==> config.mk <==
export PLATFORM = sky130hd
export DESIGN_NAME = sdram_rv_initiator_flat
export DESIGN_NICKNAME = d
export VERILOG_FILES = /design/src/rtl/sdram_rv_initiator_if.sv /design/src/rtl/sdram_rv_initiator.sv /design/src/flat_wrapper.sv
export SDC_FILE = /design/constraint.sdc
export NUM_CORES = 1
export LEC_CHECK = 0
export ABC_AREA = 1
export BUFFER_PORTS_ARGS = -buffer_cell sky130_fd_sc_hd__clkbuf_2
export CAP_MARGIN = 25
export CELL_PAD_IN_SITES_DETAIL_PLACEMENT = 0
export CELL_PAD_IN_SITES_GLOBAL_PLACEMENT = 1
export CORE_MARGIN = 5
export CORE_UTILIZATION = 30
export DETAILED_ROUTE_END_ITERATION = 8
export GPL_TIMING_DRIVEN = 0
export HOLD_SLACK_MARGIN = 0.15
export PLACE_DENSITY = 0.68
export SLEW_MARGIN = 20
export SYNTH_ARGS = -nofsm -noshare
export SYNTH_HDL_FRONTEND = slang
export SYNTH_SLANG_ARGS = --single-unit
==> constraint.sdc <==
create_clock -name i_clk -period 4.1 [get_ports i_clk]
set_input_delay 0.205 -clock i_clk [delete_from_list [all_inputs] [get_ports i_clk]]
set_output_delay 0.205 -clock i_clk [all_outputs]
set_load 0.02 [all_outputs]
==> src/rtl/sdram_rv_initiator_if.sv <==
// rtl/sdram_rv_initiator_if.sv - CPU memory bus and SDRAM RV half-word port bundle
interface sdram_rv_initiator_if #(
    parameter int ADDR_WIDTH = 23
);
    // CPU side (valid/ready with byte strobes)
    logic                  i_mem_valid;
    logic                  o_mem_ready;
    logic [ADDR_WIDTH-1:0] i_mem_addr;
    logic [31:0]           i_mem_wdata;
    logic [3:0]            i_mem_wstrb;
    logic [31:0]           o_mem_rdata;

    // SDRAM RV side (toggle req/ack, 16-bit halves)
    logic [ADDR_WIDTH-1:0] o_rv_addr;
    logic                  o_rv_word;
    logic [31:0]           o_rv_wdata;
    logic [1:0]            o_rv_ds;
    logic [3:0]            o_rv_wstrb;
    logic                  o_rv_req;
    logic                  i_rv_req_ack;
    logic [15:0]           i_rv_dout;

    logic                  o_timeout;

    // Bridge view
    modport master (
        input  i_mem_valid, i_mem_addr, i_mem_wdata, i_mem_wstrb,
        output o_mem_ready, o_mem_rdata,
        output o_rv_addr, o_rv_word, o_rv_wdata, o_rv_ds, o_rv_wstrb, o_rv_req,
        input  i_rv_req_ack, i_rv_dout,
        output o_timeout
    );

    // CPU plus SDRAM controller view
    modport slave (
        output i_mem_valid, i_mem_addr, i_mem_wdata, i_mem_wstrb,
        input  o_mem_ready, o_mem_rdata,
        input  o_rv_addr, o_rv_word, o_rv_wdata, o_rv_ds, o_rv_wstrb, o_rv_req,
        output i_rv_req_ack, i_rv_dout,
        input  o_timeout
    );
endinterface

==> src/rtl/sdram_rv_initiator.sv <==
// rtl/sdram_rv_initiator.sv - 32-bit CPU bus to 16-bit toggle-handshake SDRAM RV port bridge
module sdram_rv_initiator #(
    parameter int ADDR_WIDTH     = 23,
    parameter int TIMEOUT_CYCLES = 1024
) (
    input  logic                 i_clk,
    input  logic                 i_reset,
    sdram_rv_initiator_if.master bus
);

    localparam int CW = (TIMEOUT_CYCLES > 2) ? $clog2(TIMEOUT_CYCLES) : 1;
    localparam logic [CW-1:0] CNT_LAST = CW'(TIMEOUT_CYCLES - 1);

    typedef enum logic [1:0] {
        IDLE  = 2'd0,
        ISSUE = 2'd1,
        WAIT  = 2'd2,
        DONE  = 2'd3
    } state_t;

    state_t                state;
    logic [1:0]            pending;
    logic [CW-1:0]         wait_cnt;
    logic                  mem_ready;
    logic [31:0]           mem_rdata;
    logic [ADDR_WIDTH-1:0] rv_addr;
    logic                  rv_word;
    logic [31:0]           rv_wdata;
    logic [1:0]            rv_ds;
    logic [3:0]            rv_wstrb;
    logic                  rv_req;
    logic                  timeout;

    logic [1:0]            accept_pend;
    logic                  accept_half;
    logic [1:0]            remaining;
    logic                  ack_match;
    logic                  is_read;

    // Byte enables for one half: reads fetch both bytes, writes use that half's strobes
    function automatic logic [1:0] half_ds(input logic half, input logic [3:0] strobes);
        if (strobes == 4'b0000)
            return 2'b11;
        return half ? strobes[3:2] : strobes[1:0];
    endfunction

    // Halves needed by the incoming request and which of them goes first
    assign accept_pend = (bus.i_mem_wstrb == 4'b0000) ? 2'b11
                       : {|bus.i_mem_wstrb[3:2], |bus.i_mem_wstrb[1:0]};
    assign accept_half = ~accept_pend[0];
    assign remaining   = pending & ~(rv_word ? 2'b10 : 2'b01);
    assign ack_match   = (bus.i_rv_req_ack == rv_req);
    assign is_read     = (rv_wstrb == 4'b0000);

    // Transfer sequencer: accept, issue each half, wait for ack or timeout, pulse ready
    always_ff @(posedge i_clk or posedge i_reset) begin
        if (i_reset) begin
            state     <= IDLE;
            pending   <= 2'b00;
            wait_cnt  <= '0;
            mem_ready <= 1'b0;
            mem_rdata <= 32'h0;
            rv_addr   <= '0;
            rv_word   <= 1'b0;
            rv_wdata  <= 32'h0;
            rv_ds     <= 2'b00;
            rv_wstrb  <= 4'b0000;
            rv_req    <= 1'b0;
            timeout   <= 1'b0;
        end else begin
            case (state)
                IDLE: begin
                    mem_ready <= 1'b0;
                    // Ready still high means the held valid belongs to the request just finished
                    if (bus.i_mem_valid && !mem_ready) begin
                        rv_addr  <= bus.i_mem_addr;
                        rv_wdata <= bus.i_mem_wdata;
                        rv_wstrb <= bus.i_mem_wstrb;
                        pending  <= accept_pend;
                        rv_word  <= accept_half;
                        rv_ds    <= half_ds(accept_half, bus.i_mem_wstrb);
                        if (bus.i_mem_wstrb == 4'b0000)
                            mem_rdata <= 32'h0;
                        state    <= ISSUE;
                    end
                end
                ISSUE: begin
                    // A mismatch here is a late ack from an abandoned transfer; let it drain
                    if (ack_match) begin
                        rv_req   <= ~rv_req;
                        wait_cnt <= '0;
                        state    <= WAIT;
                    end
                end
                WAIT: begin
                    if (ack_match) begin
                        if (is_read) begin
                            if (rv_word)
                                mem_rdata[31:16] <= bus.i_rv_dout;
                            else
                                mem_rdata[15:0] <= bus.i_rv_dout;
                        end
                        pending <= remaining;
                        if (|remaining) begin
                            // Only the high half can still be outstanding after the low one
                            rv_word <= 1'b1;
                            rv_ds   <= half_ds(1'b1, rv_wstrb);
                            state   <= ISSUE;
                        end else begin
                            state <= DONE;
                        end
                    end else if (wait_cnt == CNT_LAST) begin
                        timeout <= 1'b1;
                        pending <= 2'b00;
                        state   <= DONE;
                    end else begin
                        wait_cnt <= wait_cnt + 1'b1;
                    end
                end
                DONE: begin
                    mem_ready <= 1'b1;
                    state     <= IDLE;
                end
                default: state <= IDLE;
            endcase
        end
    end

    assign bus.o_mem_ready = mem_ready;
    assign bus.o_mem_rdata = mem_rdata;
    assign bus.o_rv_addr   = rv_addr;
    assign bus.o_rv_word   = rv_word;
    assign bus.o_rv_wdata  = rv_wdata;
    assign bus.o_rv_ds     = rv_ds;
    assign bus.o_rv_wstrb  = rv_wstrb;
    assign bus.o_rv_req    = rv_req;
    assign bus.o_timeout   = timeout;

endmodule

==> src/flat_wrapper.sv <==
// flat-port wrapper written by rule: the top's interface ports become plain ports
module sdram_rv_initiator_flat 
#(
    parameter int ADDR_WIDTH     = 23,
    parameter int TIMEOUT_CYCLES = 1024
)
  (i_clk, i_reset, bus_i_mem_valid, bus_i_mem_addr, bus_i_mem_wdata, bus_i_mem_wstrb, bus_o_mem_ready, bus_o_mem_rdata, bus_o_rv_addr, bus_o_rv_word, bus_o_rv_wdata, bus_o_rv_ds, bus_o_rv_wstrb, bus_o_rv_req, bus_i_rv_req_ack, bus_i_rv_dout, bus_o_timeout);
  sdram_rv_initiator_if #(.ADDR_WIDTH(ADDR_WIDTH)) bus_i ();
  input  logic i_clk;
  input  logic i_reset;
  input wire logic [$bits(bus_i.i_mem_valid)-1:0] bus_i_mem_valid;
  input wire logic [$bits(bus_i.i_mem_addr)-1:0] bus_i_mem_addr;
  input wire logic [$bits(bus_i.i_mem_wdata)-1:0] bus_i_mem_wdata;
  input wire logic [$bits(bus_i.i_mem_wstrb)-1:0] bus_i_mem_wstrb;
  output wire logic [$bits(bus_i.o_mem_ready)-1:0] bus_o_mem_ready;
  output wire logic [$bits(bus_i.o_mem_rdata)-1:0] bus_o_mem_rdata;
  output wire logic [$bits(bus_i.o_rv_addr)-1:0] bus_o_rv_addr;
  output wire logic [$bits(bus_i.o_rv_word)-1:0] bus_o_rv_word;
  output wire logic [$bits(bus_i.o_rv_wdata)-1:0] bus_o_rv_wdata;
  output wire logic [$bits(bus_i.o_rv_ds)-1:0] bus_o_rv_ds;
  output wire logic [$bits(bus_i.o_rv_wstrb)-1:0] bus_o_rv_wstrb;
  output wire logic [$bits(bus_i.o_rv_req)-1:0] bus_o_rv_req;
  input wire logic [$bits(bus_i.i_rv_req_ack)-1:0] bus_i_rv_req_ack;
  input wire logic [$bits(bus_i.i_rv_dout)-1:0] bus_i_rv_dout;
  output wire logic [$bits(bus_i.o_timeout)-1:0] bus_o_timeout;
  assign bus_i.i_mem_valid = bus_i_mem_valid;
  assign bus_i.i_mem_addr = bus_i_mem_addr;
  assign bus_i.i_mem_wdata = bus_i_mem_wdata;
  assign bus_i.i_mem_wstrb = bus_i_mem_wstrb;
  assign bus_o_mem_ready = bus_i.o_mem_ready;
  assign bus_o_mem_rdata = bus_i.o_mem_rdata;
  assign bus_o_rv_addr = bus_i.o_rv_addr;
  assign bus_o_rv_word = bus_i.o_rv_word;
  assign bus_o_rv_wdata = bus_i.o_rv_wdata;
  assign bus_o_rv_ds = bus_i.o_rv_ds;
  assign bus_o_rv_wstrb = bus_i.o_rv_wstrb;
  assign bus_o_rv_req = bus_i.o_rv_req;
  assign bus_i.i_rv_req_ack = bus_i_rv_req_ack;
  assign bus_i.i_rv_dout = bus_i_rv_dout;
  assign bus_o_timeout = bus_i.o_timeout;
  sdram_rv_initiator #(.ADDR_WIDTH(ADDR_WIDTH), .TIMEOUT_CYCLES(TIMEOUT_CYCLES)) u_core (.i_clk(i_clk), .i_reset(i_reset), .bus(bus_i));
endmodule
==> impl_metrics.env <==
export IMPL_preCtsSetupSlack_ns=2.07
export IMPL_core_mm2=0.0158
export IMPL_cts_max_level=3
export IMPL_worstReg2RegStart="u_core.state[1]"
export IMPL_avgRoutedWirePerCell_um=13.8
export IMPL_arrival_ns=2.29
export IMPL_setup_viol=0
export IMPL_hold_start="bus_i_mem_wstrb[0]"
export IMPL_seq_area_frac_synth=0.578
export IMPL_fin_nets=811
export IMPL_cts_sinks=111
export IMPL_synth_ff_type="dfrtp_1"
export IMPL_drtAntennaViolNets=0
export IMPL_antenna_found_initial=0
export IMPL_r2r_slack_ns=2.09
export IMPL_postCtsHoldBufs=60
export IMPL_holdWs_ns=0.163
export IMPL_hold_viol_final=0
export IMPL_rsz0062_at_grt="no"
export IMPL_cts_tree="yes"
export IMPL_cp_max_fo=10
export IMPL_slew_viol_final=0
export IMPL_hold_class="input port to flop"
export IMPL_worstSetupPathType="flop to flop"
export IMPL_grt_pass1_vias=4132
export IMPL_gr_usage_all_layers=0.140
export IMPL_powerDensity_mw_per_mm2=756
export IMPL_slew_headroom=0.669
export IMPL_cts_root_buf="clkbuf_16"
export IMPL_synthCells=479
export IMPL_layout_drive_gt1_share=0.382
export IMPL_r2r_end="u_core.bus.o_mem_rdata[4]"
export IMPL_drt_pass1_iterations=4
export IMPL_clk_pin_slew_ns=0.08
export IMPL_cp_common_cell="nand2_1"
export IMPL_place_area_mm2=0.00598
export IMPL_min_to="u_core.bus.o_rv_wstrb[0]"
export IMPL_grt_pass1_wl_um=20700
export IMPL_worst_r2r_cell_count=9
export IMPL_n_fill_cell=1541
export IMPL_ys_ff_latch=111
export IMPL_synthesis_area_mm2=0.00480
export IMPL_async_flop_share=1.00
export IMPL_drc=0
export IMPL_slowest_stage="dfrtp_1"
export IMPL_dieHeight_um=137
export IMPL_synth_edff_count=0
export IMPL_antenna_cells=0
export IMPL_p_total_mw=5.20
export IMPL_ys_warnings_count=0
export IMPL_drt_iter0_drc=147
export IMPL_numCtsBuffers=9
export IMPL_peakVddDrop_v=0.000323
export IMPL_post_cts_resized=0
export IMPL_critPathRequiredTime_ns=4.38
export IMPL_slowest_delay_ns=0.45
export IMPL_rows=46
export IMPL_io_buffers=175
export IMPL_post_cts_buffers=0
export IMPL_drt_wl_total_um=13100
export IMPL_path_buf_inv=2
export IMPL_fmax_mhz=499
export IMPL_grt_overflow=0
export IMPL_synth_cell_types=27
export IMPL_gp_congestion=0.765
export IMPL_regArea_mm2=0.00278
export IMPL_clock_latency_ns=0.35
export IMPL_setup_slack_ns=2.09
export IMPL_end_kind="flop"
export IMPL_tns_ns=0
export IMPL_via_count=4014
export IMPL_via_per_inst=4.24
export IMPL_worstMarginPinSlew_ns=0.496
export IMPL_area_growth_pct=43.1
export IMPL_grt_max_degree=61
export IMPL_dieArea_mm2=0.0186
export IMPL_post_dp_hpwl_um=9740
export IMPL_leakagePower_nw=3.73
export IMPL_dieWidth_um=137
export IMPL_fin_crit_ns=2.01
export IMPL_ios=176
export IMPL_initial_core_util=0.305
export IMPL_syn_nets=564
export IMPL_fin_area_mm2=0.00687
export IMPL_cp_start_kind="flop"
export IMPL_cts_path_max_buffers=2
export IMPL_avgSynthCellArea_um2=10.0
export IMPL_finalClockSkew_ns=0.0133
export IMPL_critPathTopFamily="simple AND/OR/NAND/NOR gates"
export IMPL_status="finished, final reports clean"
export IMPL_cap_violations=0
export IMPL_hold_path_depth=3
export IMPL_crit_chain="inv_1 -> ha_1 -> nand2_2 -> o21ai_2 -> nand3_2 -> nor2_4 -> buf_2 -> nand2_1 -> nand2_1"
export IMPL_fin_crit_sh=0.489
export IMPL_multi_input_area_mm2=0.00178
[routing by layer]
metal  vias to the layer above  track usage  part of all wire
li1                       2004            -                 -
met1                      1864        0.182              0.44
met2                       128        0.230              0.48
met3                        18       0.0276             0.061
met4                         0       0.0549             0.019
met5                         -            0                 0
[registers in the layout, summed over array words and instances, names as in the netlist]
signal,flops
u_core.bus.o_mem_rdata,32
u_core.bus.o_mem_ready,1
u_core.bus.o_rv_addr,23
u_core.bus.o_rv_ds,2
u_core.bus.o_rv_req,1
u_core.bus.o_rv_wdata,32
u_core.bus.o_rv_word,1
u_core.bus.o_rv_wstrb,4
u_core.bus.o_timeout,1
u_core.pending,2
u_core.state,2
u_core.wait_cnt,10
[worst max path at each step]
stage	startpoint	to	slack, ns	depth (start not counted)
5_1_grt	u_core.state[1]	u_core.bus.o_mem_rdata[4]	1.87	10
2_1_floorplan	i_reset	u_core.bus.o_mem_rdata[0]	0.96	1
6_report	u_core.state[1]	u_core.bus.o_mem_rdata[4]	2.09	9
4_1_cts	u_core.state[1]	u_core.bus.o_mem_rdata[4]	2.04	9
3_5_place_dp	u_core.state[1]	u_core.bus.o_mem_rdata[4]	2.07	9
3_3_place_gp	i_reset	u_core.bus.o_mem_rdata[13]	-0.32	2
[power breakdown]
part | internal [mW] | switching (mW)
combinational | 0.925 | 1.53
sequential | 1.59 | 0.285
clock | 0.428 | 0.432
[cells by family (layout without fill, tap and decap cells)]
logic type      after synthesis  in the layout  share of synthesized area
simple gates                217            217                      0.183
flops                       111            111                      0.578
buf+inv                      59            311                     0.0516
mux                          56             56                      0.131
compound gates               24             24                     0.0297
fa+ha+maj                     6              6                     0.0156
xor+xnor                      6              6                     0.0109
[Yosys cell counts (2+ instances only)]
cell,number,area share
nand2_2,4,0.0052
o21ai_2,3,0.0055
o21ai_1,4,0.0042
buf_4,4,0.0063
nor2_1,16,0.013
o21ai_0,12,0.013
xnor2_1,3,0.0055
nor3_1,2,0.0021
mux2_2,56,0.13
inv_2,6,0.0047
ha_1,6,0.016
xor2_1,3,0.0055
nand2_1,171,0.13
dfrtp_1,111,0.58
inv_1,39,0.030
nor2_4,2,0.0047
nand3_1,19,0.020
buf_2,9,0.0094
[worst reg2reg max path: stages, from the launching register on]
cell     delay, ns
dfrtp_1       0.45
inv_1         0.13
ha_1          0.27
nand2_2       0.21
o21ai_2       0.15
nand3_2       0.16
nor2_4        0.19
buf_2         0.24
nand2_1       0.07
nand2_1       0.07
[layout make-up]
cell class | instances | share of cell area
clock inverter | 7 | 0.00929
sequential | 111 | 0.404
timing repair buffer | 236 | 0.219
multi-input combinational | 309 | 0.259
clock buffer | 9 | 0.0328
tap | 216 | 0.0393
inverter | 45 | 0.0253
buffer | 14 | 0.0115
[layout by cell type (no fill, tap or decap), types with 2 or more instances in the layout]
master / Yosys / routed
buf_2: 9 / 9
buf_4: 4 / 4
clkbuf_16: 0 / 9
clkbuf_2: 0 / 175
dfrtp_1: 111 / 111
dlygate4sd3_1: 0 / 60
ha_1: 6 / 6
inv_1: 39 / 38
inv_2: 6 / 6
inv_6: 0 / 2
inv_8: 0 / 3
mux2_2: 56 / 56
nand2_1: 171 / 171
nand2_2: 4 / 4
nand3_1: 19 / 19
nor2_1: 16 / 16
nor2_4: 2 / 2
nor3_1: 2 / 2
o21ai_0: 12 / 12
o21ai_1: 4 / 4
o21ai_2: 3 / 3
xnor2_1: 3 / 3
xor2_1: 3 / 3
[through the flow]
step,cells,utilization
finish,947,0.436
global route,947,0.436
CTS,947,0.436
detailed placement,871,0.379
global placement,870,0.377
floorplan,479,-
Note: power is estimated with default switching activity, not from simulation.
